===== config.mk =====
export PLATFORM = sky130hd
export DESIGN_NAME = beep_seq_sched
export DESIGN_NICKNAME = d
export VERILOG_FILES = /design/src/rtl/beep_pkg.sv /design/src/rtl/beep_cmd_fifo.sv /design/src/rtl/beep_seq_sched.sv
export SDC_FILE = /design/constraint.sdc
export NUM_CORES = 1
export LEC_CHECK = 0
export BUFFER_PORTS_ARGS = -buffer_cell sky130_fd_sc_hd__buf_2
export CAP_MARGIN = 20
export CORE_MARGIN = 2
export CORE_UTILIZATION = 61
export CTS_BUF_LIST = sky130_fd_sc_hd__clkbuf_16
export CTS_CLUSTER_DIAMETER = 50
export CTS_CLUSTER_SIZE = 28
export DETAILED_ROUTE_END_ITERATION = 16
export PLACE_DENSITY = 0.87
export SKIP_CTS_REPAIR_TIMING = 1
export SLEW_MARGIN = 20
export SYNTH_ARGS = -nofsm -noshare
export SYNTH_HDL_FRONTEND = slang
export SYNTH_HIERARCHICAL = 1
export SYNTH_SLANG_ARGS = --single-unit

===== constraint.sdc =====
create_clock -name i_clk -period 21.5 [get_ports i_clk]
set_clock_uncertainty 0.2 [all_clocks]
set_input_delay 2.15 -clock i_clk [delete_from_list [all_inputs] [get_ports i_clk]]
set_output_delay 2.15 -clock i_clk [all_outputs]
set_load 0.02 [all_outputs]

===== src/rtl/beep_pkg.sv =====
// Shared definitions for the tone scheduler: FSM encoding, field widths and
// the layout of one queued tone command.
package beep_pkg;

  localparam int PERIORD_W = 32;
  localparam int HIGH_W    = 32;
  localparam int NUM_W     = 16;
  localparam int ENTRY_W   = PERIORD_W + HIGH_W + NUM_W;

  typedef enum logic [2:0] {
    ST_IDLE  = 3'd0,
    ST_LOAD  = 3'd1,
    ST_START = 3'd2,
    ST_PLAY  = 3'd3,
    ST_GAP   = 3'd4
  } state_t;

  // Queue entries are packed as {periord, high, num}, periord in the MSBs.
  function automatic logic [ENTRY_W-1:0] pack_entry(
    input logic [PERIORD_W-1:0] periord,
    input logic [HIGH_W-1:0]    high,
    input logic [NUM_W-1:0]     num
  );
    return {periord, high, num};
  endfunction

endpackage


===== src/rtl/beep_cmd_fifo.sv =====
// Synchronous command FIFO with first-word-fall-through head and a flush
// that empties it in one clock. A push into a full FIFO succeeds only with a pop.
module beep_cmd_fifo #(
  parameter int DEPTH = 8,
  parameter int WIDTH = 80,
  localparam int AW = $clog2(DEPTH),
  localparam int LW = AW + 1
) (
  input  logic             clk,
  input  logic             rst,
  input  logic             push,
  input  logic             pop,
  input  logic             flush,
  input  logic [WIDTH-1:0] din,
  output logic [WIDTH-1:0] head,
  output logic             full,
  output logic             empty,
  output logic [LW-1:0]    level
);

  logic [WIDTH-1:0] mem [DEPTH];
  logic [AW-1:0]    wr_ptr_reg;
  logic [AW-1:0]    rd_ptr_reg;
  logic [LW-1:0]    count_reg;
  logic             do_push;
  logic             do_pop;

  assign full    = (count_reg == LW'(DEPTH));
  assign empty   = (count_reg == '0);
  assign level   = count_reg;
  assign head    = mem[rd_ptr_reg];
  assign do_pop  = pop && !empty;
  assign do_push = push && (!full || do_pop);

  always_ff @(posedge clk) begin
    if (do_push && !flush) begin
      mem[wr_ptr_reg] <= din;
    end
  end

  always_ff @(posedge clk or posedge rst) begin
    if (rst) begin
      wr_ptr_reg <= '0;
      rd_ptr_reg <= '0;
      count_reg  <= '0;
    end else if (flush) begin
      wr_ptr_reg <= '0;
      rd_ptr_reg <= '0;
      count_reg  <= '0;
    end else begin
      if (do_push) begin
        wr_ptr_reg <= wr_ptr_reg + AW'(1);
      end
      if (do_pop) begin
        rd_ptr_reg <= rd_ptr_reg + AW'(1);
      end
      case ({do_push, do_pop})
        2'b10:   count_reg <= count_reg + LW'(1);
        2'b01:   count_reg <= count_reg - LW'(1);
        default: count_reg <= count_reg;
      endcase
    end
  end

endmodule


===== src/rtl/beep_seq_sched.sv =====
// Tone scheduler: queues tone commands and hands them one at a time to the
// PWM beep engine, with a silent gap between tones and a completion watchdog.
module beep_seq_sched
  import beep_pkg::*;
#(
  parameter int unsigned DEPTH          = 8,
  parameter int unsigned GAP_CYCLES     = 2_500_000,
  parameter int unsigned TIMEOUT_CYCLES = 500_000_000,
  localparam int LW = $clog2(DEPTH) + 1
) (
  input  logic                 i_clk,
  input  logic                 i_rst,
  input  logic                 i_cmd_en,
  input  logic [PERIORD_W-1:0] i_cmd_periord,
  input  logic [HIGH_W-1:0]    i_cmd_high,
  input  logic [NUM_W-1:0]     i_cmd_num,
  input  logic                 i_flush,
  input  logic                 i_beep_done,
  output logic                 o_beep_en,
  output logic [PERIORD_W-1:0] o_beep_periord,
  output logic [HIGH_W-1:0]    o_beep_high,
  output logic [NUM_W-1:0]     o_beep_num,
  output logic                 o_busy,
  output logic [LW-1:0]        o_level,
  output logic                 o_cmd_drop,
  output logic                 o_timeout
);

  localparam logic [31:0] WD_LAST  = 32'(TIMEOUT_CYCLES - 1);
  localparam logic [31:0] GAP_LAST = 32'(GAP_CYCLES - 1);
  localparam bit          HAS_GAP  = (GAP_CYCLES != 0);

  state_t state_reg, state_next;
  state_t dispatch_state;

  logic [ENTRY_W-1:0]   cmd_entry;
  logic [ENTRY_W-1:0]   head;
  logic [PERIORD_W-1:0] head_periord;
  logic [HIGH_W-1:0]    head_high;
  logic [NUM_W-1:0]     head_num;
  logic [HIGH_W-1:0]    clamped_high;
  logic                 head_skip;
  logic                 fifo_full;
  logic                 fifo_empty;
  logic [LW-1:0]        fifo_level;
  logic                 pop;
  logic                 push_ok;
  logic                 more_queued;
  logic                 load_en;
  logic                 timeout;

  logic [31:0]          wd_reg;
  logic [31:0]          gap_reg;
  logic [PERIORD_W-1:0] periord_reg;
  logic [HIGH_W-1:0]    high_reg;
  logic [NUM_W-1:0]     num_reg;
  logic                 drop_reg;

  assign cmd_entry = pack_entry(i_cmd_periord, i_cmd_high, i_cmd_num);
  assign {head_periord, head_high, head_num} = head;
  assign head_skip    = (head_num == '0) || (head_periord == '0);
  assign clamped_high = (head_high > head_periord) ? head_periord : head_high;

  // Flush beats a same-cycle push; a full queue takes a push only alongside a pop.
  assign pop     = (state_reg == ST_LOAD) && !fifo_empty;
  assign push_ok = i_cmd_en && !i_flush && (!fifo_full || pop);

  // Shared exit decision for IDLE, skipped entries and the end of a tone:
  // go straight to LOAD when something is (or is about to be) queued.
  assign dispatch_state = ((!fifo_empty && !i_flush) || push_ok) ? ST_LOAD : ST_IDLE;
  assign more_queued    = ((fifo_level > LW'(1)) && !i_flush) || push_ok;

  beep_cmd_fifo #(
    .DEPTH (int'(DEPTH)),
    .WIDTH (ENTRY_W)
  ) u_fifo (
    .clk   (i_clk),
    .rst   (i_rst),
    .push  (push_ok),
    .pop   (pop),
    .flush (i_flush),
    .din   (cmd_entry),
    .head  (head),
    .full  (fifo_full),
    .empty (fifo_empty),
    .level (fifo_level)
  );

  always_ff @(posedge i_clk or posedge i_rst) begin
    if (i_rst) begin
      state_reg <= ST_IDLE;
    end else begin
      state_reg <= state_next;
    end
  end

  always_comb begin
    state_next = state_reg;
    load_en    = 1'b0;
    timeout    = 1'b0;
    case (state_reg)
      ST_IDLE: state_next = dispatch_state;
      ST_LOAD: begin
        if (fifo_empty) begin
          state_next = ST_IDLE;
        end else if (head_skip) begin
          state_next = more_queued ? ST_LOAD : ST_IDLE;
        end else begin
          load_en    = 1'b1;
          state_next = ST_START;
        end
      end
      ST_START: state_next = ST_PLAY;
      ST_PLAY: begin
        // Done wins over a watchdog expiry in the same cycle.
        if (i_beep_done) begin
          state_next = HAS_GAP ? ST_GAP : dispatch_state;
        end else if (wd_reg == WD_LAST) begin
          timeout    = 1'b1;
          state_next = HAS_GAP ? ST_GAP : dispatch_state;
        end
      end
      ST_GAP: begin
        if (gap_reg >= GAP_LAST) begin
          state_next = dispatch_state;
        end
      end
      default: state_next = ST_IDLE;
    endcase
  end

  // Both counters restart on state entry and saturate rather than wrap.
  always_ff @(posedge i_clk or posedge i_rst) begin
    if (i_rst) begin
      wd_reg  <= '0;
      gap_reg <= '0;
    end else begin
      if (state_reg == ST_PLAY) begin
        wd_reg <= (wd_reg != '1) ? wd_reg + 32'd1 : wd_reg;
      end else begin
        wd_reg <= '0;
      end
      if (state_reg == ST_GAP) begin
        gap_reg <= (gap_reg != '1) ? gap_reg + 32'd1 : gap_reg;
      end else begin
        gap_reg <= '0;
      end
    end
  end

  // Fields change only when a real tone is loaded, so they stay stable
  // from its start strobe until the next one.
  always_ff @(posedge i_clk or posedge i_rst) begin
    if (i_rst) begin
      periord_reg <= '0;
      high_reg    <= '0;
      num_reg     <= '0;
      drop_reg    <= 1'b0;
    end else begin
      if (load_en) begin
        periord_reg <= head_periord;
        high_reg    <= clamped_high;
        num_reg     <= head_num;
      end
      drop_reg <= i_cmd_en && !push_ok;
    end
  end

  assign o_beep_en      = (state_reg == ST_START);
  assign o_beep_periord = periord_reg;
  assign o_beep_high    = high_reg;
  assign o_beep_num     = num_reg;
  assign o_busy         = (state_reg != ST_IDLE);
  assign o_level        = fifo_level;
  assign o_cmd_drop     = drop_reg;
  assign o_timeout      = timeout;

endmodule


==> metrics.md, run 1 <==
| Metric | Value |
|---|---|
| Status | `completed` |
| EDFF count, synth | `640` |
| Total GRT Usage | `27.4%` |
| 1st-pass router iterations | `6` |
| Die height | `235 microns` |
| CTS Buf Count | `59` |
| PwrDens | `95.8 nW/um^2` |
| Fin crit period | `6610 ps` |
| Layout Nets | `2,116` |
| First-pass GRT wire length | `114,000 microns` |
| Tightest Pin Transition | `1140 ps` |
| Longest Clk Path Bufs | `3` |
| Yosys top cell area share | `59.0%` |
| Worst setup margin | `14,890 ps` |
| Reg2reg setup slack | `14,890 ps` |
| FFs w/ async S/R, synth | `19.8%` |
| Via count of the first global-routing pass | `18,800` |
| Die X-Extent | `235 microns` |
| FF-to-FF path depth | `11` |
| Net Count, Synth | `1,937` |
| Most frequent cells in the layout | `edfxtp_1, buf_2, mux4_2` |
| Critical Path Source Type | `flip-flop` |
| CTS tree | `done` |
| # port buffers | `172` |
| Leak pwr | `0.0123 uW` |
| Vias | `18,200` |
| Clock sinks | `798` |
| DRC Markers | `0` |
| GRT Residual Overflow | `0` |
| Die Area | `55,300 sq um` |
| Int Pwr | `2490 uW` |
| Hold Path Cell Cnt | `1` |
| Most common cell after layout, fill and taps aside | `edfxtp_1` |
| HP Class | `flip-flop to flip-flop` |
| Highest Clock Rate | `151 MHz` |
| Req. time, crit path | `21,860 ps` |
| Reg2reg end | `o_beep_periord[5]` |
| Worst skew pair latency | `680 ps` |
| WHS Endpoint | `o_beep_periord[16]` |
| Crit Path Max Fanout | `62` |
| Endpoints failing setup | `0` |
| Initial antenna violation count | `17` |
| Worst hold start | `o_beep_periord[16]` |
| Root buffer cell | `clkbuf_16` |
| Cell Area, Synth | `32,600 sq um` |
| Num rows | `84` |
| Antenna-violating nets left | `0` |
| Number of DRC markers in iteration 0 | `1,981` |
| HPWL after detailed placement | `44,300 microns` |
| Most flops, register | `u_fifo/mem` |
| Cell count after synthesis | `1,813` |
| DP Worst Slack | `15,010 ps` |
| Layout Area Growth over Synthesis | `11.7%` |
| Starting Density | `61.9%` |
| CTS H-tree depth | `2` |
| Clock share of power | `34.4%` |
| Gate power share | `13.2%` |
| Mean Syn Cell Area | `18.0 sq um` |
| Synth unique cells | `70` |
| Clk slew on worst S/H paths | `100 ps` |
| Largest net degree at the start of global routing | `108` |
| Synth Register Bits | `798` |
| IO Pins | `173` |
| Hold Vio Cnt, Final | `0` |
| Floorplan core area | `52,700 sq um` |
| Synth area leaders | `edfxtp_1, dfrtp_1, mux4_2` |
| Routability-driven placement congestion ratio | `0.884` |
| Final period utilization | `30.7%` |
| Seq/Total Area, Yosys | `71.1%` |
| Switching power | `994 uW` |
| Sequential share of power | `52.4%` |
| Pins Over Slew Limit | `0` |
| Switch share | `28.5%` |
| Worst path arrival time | `6970 ps` |
| Origin of the critical flop-to-flop path | `u_fifo/rd_ptr_reg[1]` |
| DR vias/cell | `6.65` |
| Leading area contributor after synthesis | `edfxtp_1` |
| Routed Wire Length | `76,000 microns` |
| RSZ-0062 raised after global routing | `false` |
| Kind of critical path | `flip-flop to flip-flop` |
| Drt wl/cell | `27.7 microns` |
| Max cap viols | `0` |
| CP Capture Type | `flip-flop` |
| Synth warnings | `6` |
| Slew headroom | `24.3%` |
| Primary FF master, synth | `edfxtp_1` |
| Setup_tns | `0 ps` |
| Max reg flops | `640` |
| Peak VDD IR | `0.0878 mV` |
| Layout cells sized above 1 | `30.8%` |
==> synth_stat cells (all sizes together), types with 4 or more instances <==
master	n
or3	14
edfxtp	640
xor2	25
clkbuf	40
mux2	128
a211oi	6
o211ai	4
a31oi	36
nor4	28
mux4	160
nor2	113
o21a	4
mux2i	8
and4	4
ha	38
inv	43
and3	9
nand3	61
nor3	19
nand4	27
o21ai	56
buf	44
nand2	39
xnor2	25
nor2b	4
dfrtp	158
a21oi	34
==> how the worst max path moves through the flow <==
| stage | startpoint | depth (start not counted) | slack [ps] | end |
|---|---|---|---|---|
| after floorplan | i_cmd_en | 6 | 9930 | u_fifo/mem[0][0] |
| after global placement | u_fifo/rd_ptr_reg[1] | 11 | 15230 | o_beep_periord[6] |
| after detailed placement | u_fifo/rd_ptr_reg[1] | 11 | 15010 | o_beep_high[24] |
| after CTS | u_fifo/rd_ptr_reg[1] | 11 | 14880 | o_beep_high[24] |
| after global routing | u_fifo/rd_ptr_reg[1] | 11 | 14730 | o_beep_periord[14] |
| final | u_fifo/rd_ptr_reg[1] | 11 | 14890 | o_beep_periord[5] |
==> logic make-up after synthesis <==
family | Yosys count | synth area share, %
buffers and inverters | 127 | 1.83
multiplexers | 296 | 15.7
AND/OR/NAND/NOR | 344 | 5.47
AO/OA/AOI/OAI | 159 | 3.04
XOR/XNOR | 50 | 1.34
adder cells (fa/ha/maj) | 39 | 1.52
flip-flops | 798 | 71.1
==> power by group through the flow <==
stage / registers (uW) / logic [uW] / clock network, uW
after floorplan: 1930 / 176 / 0
after global placement: 1850 / 430 / 0
after detailed placement: 1860 / 446 / 0
after CTS: 1830 / 458 / 1210
after global routing: 1830 / 484 / 1270
final: 1830 / 461 / 1200
==> through the flow <==
stage / cell area [sq um] / util (%) / instances / hold WS, ps / total power, uW
after detailed placement: 34200 / 65.0 / 2619 / 298 / 2300
after CTS: 36400 / 69.1 / 2730 / 312 / 3500
final: 36400 / 69.2 / 2742 / 313 / 3490
after floorplan: 32600 / - / 1813 / 305 / 2100
after global placement: 34200 / 65.0 / 2619 / 289 / 2280
after global routing: 36400 / 69.1 / 2737 / 335 / 3580
==> per-layer routing <==
layer / wire length (microns) / up-vias / global-route usage [%] / part of all wire (%)
met5: 76 / - / 0 / 0.10
li1: - / 7613 / - / -
met2: 37600 / 1087 / 44.2 / 50
met3: 7200 / 260 / 5.51 / 9.5
met4: 4130 / 12 / 15.2 / 5.4
met1: 27000 / 9251 / 35.5 / 35
==> layout make-up <==
type                            count  area, sq um
Fill cell                        3064        16200
Clock buffer                       59         1480
Multi-Input combinational cell    888         8910
Sequential cell                   798        23200
Timing Repair Buffer              202         1090
Antenna cell                       12         30.0
Inverter                           43          169
Tap cell                          688          861
Clock inverter                     52          701
==> critical path: stages, from the launching register on <==
cell     delay [ps]
dfrtp_4         840
buf_4           790
buf_4           850
mux4_2          440
mux2_2          350
nor4_1          570
nand4_1         290
o21ai_0         760
nor2_4           20
buf_4           370
buf_4           450
mux2_2          390
Power figures use the tool's default switching activity.
==> run 2, diff against run 1 <==
--- a/config.mk
+++ b/config.mk
@@ -5,6 +5,7 @@
 export SDC_FILE = /design/constraint.sdc
 export NUM_CORES = 1
 export LEC_CHECK = 0
+export ABC_AREA = 1
 export BUFFER_PORTS_ARGS = -buffer_cell sky130_fd_sc_hd__buf_2
 export CAP_MARGIN = 20
 export CORE_MARGIN = 2
@@ -13,7 +14,7 @@
 export CTS_CLUSTER_DIAMETER = 50
 export CTS_CLUSTER_SIZE = 28
 export DETAILED_ROUTE_END_ITERATION = 16
-export PLACE_DENSITY = 0.87
+export PLACE_DENSITY = 0.86
 export SKIP_CTS_REPAIR_TIMING = 1
 export SLEW_MARGIN = 20
 export SYNTH_ARGS = -nofsm -noshare
==> constraint.sdc (replaced) <==
create_clock -name i_clk -period 6.13 [get_ports i_clk]
set_clock_uncertainty 0.2 [all_clocks]
set_input_delay 0.613 -clock i_clk [delete_from_list [all_inputs] [get_ports i_clk]]
set_output_delay 0.613 -clock i_clk [all_outputs]
set_load 0.02 [all_outputs]
==> metrics.md, run 2 <==
| Metric | Value |
|---|---|
| Peak VDD IR | `0.287 mV (+230%)` |
| Floorplan core area | `55,100 sq um (+4.6%)` |
| Leading area contributor after synthesis | `edfxtp_1` |
| Reg2reg end | `o_beep_num[9]` |
| FFs w/ async S/R, synth | `19.8% (unchanged)` |
| # port buffers | `172 (unchanged)` |
| Initial antenna violation count | `8 (-9)` |
| Synth unique cells | `49 (-30%)` |
| CTS Buf Count | `69 (+17%)` |
| Max cap viols | `0 (unchanged)` |
| Mean Syn Cell Area | `11.4 sq um (-37%)` |
| CTS H-tree depth | `3 (+1)` |
| EDFF count, synth | `640 (unchanged)` |
| Layout Nets | `3,230 (+53%)` |
| Cell count after synthesis | `2,978 (+64%)` |
| Antenna-violating nets left | `0 (unchanged)` |
| 1st-pass router iterations | `6 (unchanged)` |
| Clk slew on worst S/H paths | `90 ps (about the same)` |
| Seq/Total Area, Yosys | `68.2% (-2.9 points)` |
| Leak pwr | `0.0143 uW (+16%)` |
| Tightest Pin Transition | `1160 ps (+25.0 ps)` |
| Cell Area, Synth | `34,000 sq um (+4.2%)` |
| Fin crit period | `5750 ps (-859 ps)` |
| Post-synth top cells | `edfxtp_1, nand2_1, nor2_1` |
| Number of DRC markers in iteration 0 | `3,678 (+86%)` |
| Post-Route Utilization | `69.1% (about the same)` |
| HP Class | `input pin to flip-flop` |
| Synth Register Bits | `798 (unchanged)` |
| Final period utilization | `93.8% (+63 points)` |
| CP Capture Type | `flip-flop` |
| Critical Path Source Type | `flip-flop` |
| Max reg flops | `640 (unchanged)` |
| Setup crit end | `o_beep_num[9]` |
| CTS tree | `done` |
| Root buffer cell | `clkbuf_16` |
| Yosys top cell area share | `56.6% (-2.4 points)` |
| DRC Markers | `0 (unchanged)` |
| Via count of the first global-routing pass | `24,000 (+28%)` |
| Endpoints failing setup | `0 (unchanged)` |
| RSZ-0062 raised after global routing | `false` |
| Most flops, register | `u_fifo/mem` |
| Total GRT Usage | `31.2% (+3.8 points)` |
| Slew headroom | `22.6% (-1.7 points)` |
| Synth warnings | `6 (unchanged)` |
| Die height | `240 microns (+2.1%)` |
| PwrDens | `335 nW/um^2 (+250%)` |
| Synth area leaders | `edfxtp_1, dfrtp_1, nand2_1` |
| Highest Clock Rate | `174 MHz (+15%)` |
| FF-to-FF path depth | `14 (+3)` |
| Vias | `24,600 (+35%)` |
| Longest Clk Path Bufs | `3 (unchanged)` |
| Req. time, crit path | `6500 ps (-15,360 ps)` |
| Most common cell in the netlist | `edfxtp_1` |
| Layout Area Growth over Synthesis | `12.0%` |
| Crit Path Max Fanout | `131 (+110%)` |
| Largest net degree at the start of global routing | `136 (+26%)` |
| Starting Density | `61.7% (-0.24 points)` |
| Primary FF master, synth | `edfxtp_1` |
| HPWL after detailed placement | `54,400 microns (+23%)` |
| Num rows | `86 (+2.4%)` |
| Die Area | `57,600 sq um (+4.2%)` |
| Worst path arrival time | `6120 ps (-850 ps)` |
| Layout cells sized above 1 | `12.0% (-19 points)` |
| Routability-driven placement congestion ratio | `0.972 (+10%)` |
| First-pass GRT wire length | `136,000 microns (+19%)` |
| Die X-Extent | `240 microns (+2.1%)` |
| Clock sinks | `798 (unchanged)` |
| Kind of critical path | `flip-flop to flip-flop` |
| Worst skew pair latency | `650 ps (-30 ps)` |
| Status | `completed` |
| CP Launch Point | `u_fifo/rd_ptr_reg[0]` |
| Origin of the critical flop-to-flop path | `u_fifo/rd_ptr_reg[0]` |
| Setup_tns | `0 ps (unchanged)` |
| IO Pins | `173 (unchanged)` |
| Net Count, Synth | `3,102 (+60%)` |
| Routed Wire Length | `90,300 microns (+19%)` |
| DR vias/cell | `6.27 (-5.6%)` |
| Drt wl/cell | `23.1 microns (-17%)` |
| GRT Residual Overflow | `0 (unchanged)` |
| Most common cell after layout, fill and taps aside | `edfxtp_1` |
| Reg2reg setup slack | `380 ps (-14,510 ps)` |
| Pins Over Slew Limit | `0 (unchanged)` |
| Hold Vio Cnt, Final | `0 (unchanged)` |
| Most frequent cells in the layout | `edfxtp_1, nand2_1, nor2_1` |
==> run 2: logic make-up (layout without fill, tap and decap cells) <==
logic type	after synthesis	in the layout	synth area share (%)
XOR/XNOR	13	13	0.335
AO/OA/AOI/OAI	474	474	8.33
AND/OR/NAND/NOR	1250	1250	15.3
other	0	6	0
multiplexers	80	80	2.36
buffers and inverters	324	509	4.06
flip-flops	798	798	68.2
adder cells (fa/ha/maj)	39	39	1.46
==> run 2: layout make-up <==
class / instances / area [sq um]
Antenna cell: 6 / 15.0
Clock buffer: 69 / 1730
Clock inverter: 59 / 771
Fill cell: 3610 / 17000
Inverter: 176 / 672
Multi-Input combinational cell: 1856 / 9500
Sequential cell: 798 / 23200
Tap cell: 748 / 936
Timing Repair Buffer: 205 / 1260
==> run 2: worst max-delay path, stage by stage, from the launching register on <==
cell	delay, ps
dfrtp_4	770
inv_6	850
buf_12	420
nor2_1	80
o32ai_1	330
nand2_1	100
nand2_1	160
inv_1	120
nand4_1	110
nor2_1	70
nand4_1	290
nand3_4	590
inv_2	960
nand2_1	260
nand2_1	130
==> run 2: how the worst min path moves through the flow <==
stage	end	startpoint	cells after the start	slack, ps
global placement	o_beep_num[12]	o_beep_num[12]	2	260
global route	u_fifo/mem[3][7]	i_cmd_num[7]	1	30
CTS	u_fifo/level[0]	i_rst	2	-180
floorplan	u_fifo/level[0]	i_rst	1	250
detailed placement	o_beep_high[22]	o_beep_high[22]	2	260
finish	u_fifo/mem[1][56]	i_cmd_periord[8]	1	20
==> run 2: power breakdown <==
group	switching (uW)	leakage, uW	internal [uW]
sequential	290	0.00785	6150
combinational	1150	0.00529	440
clock	2270	0.00121	2450
total	3710	0.0143	9040
==> run 2: metrics by stage <==
| stage | hold slack [ps] | power (uW) | setup slack [ps] | cells | instance area [sq um] |
|---|---|---|---|---|---|
| floorplan | 253 | 7320 | 491 | 2978 | 34000 |
| global placement | 259 | 8000 | 953 | 3782 | 35500 |
| detailed placement | 260 | 8070 | 729 | 3782 | 35500 |
| CTS | -182 | 12700 | 639 | 3910 | 38000 |
| global route | 28.7 | 13100 | 202 | 3913 | 38100 |
| finish | 19.9 | 12800 | 382 | 3917 | 38100 |
==> run 2: metal layers <==
| metal | global-route usage [%] | wire length, microns | part of all wire, % |
|---|---|---|---|
| met5 | 0 | 40 | 0.044 |
| met1 | 39.6 | 32200 | 36 |
| met3 | 7.31 | 10200 | 11 |
| met2 | 50.8 | 43200 | 48 |
| met4 | 15.5 | 4660 | 5.2 |
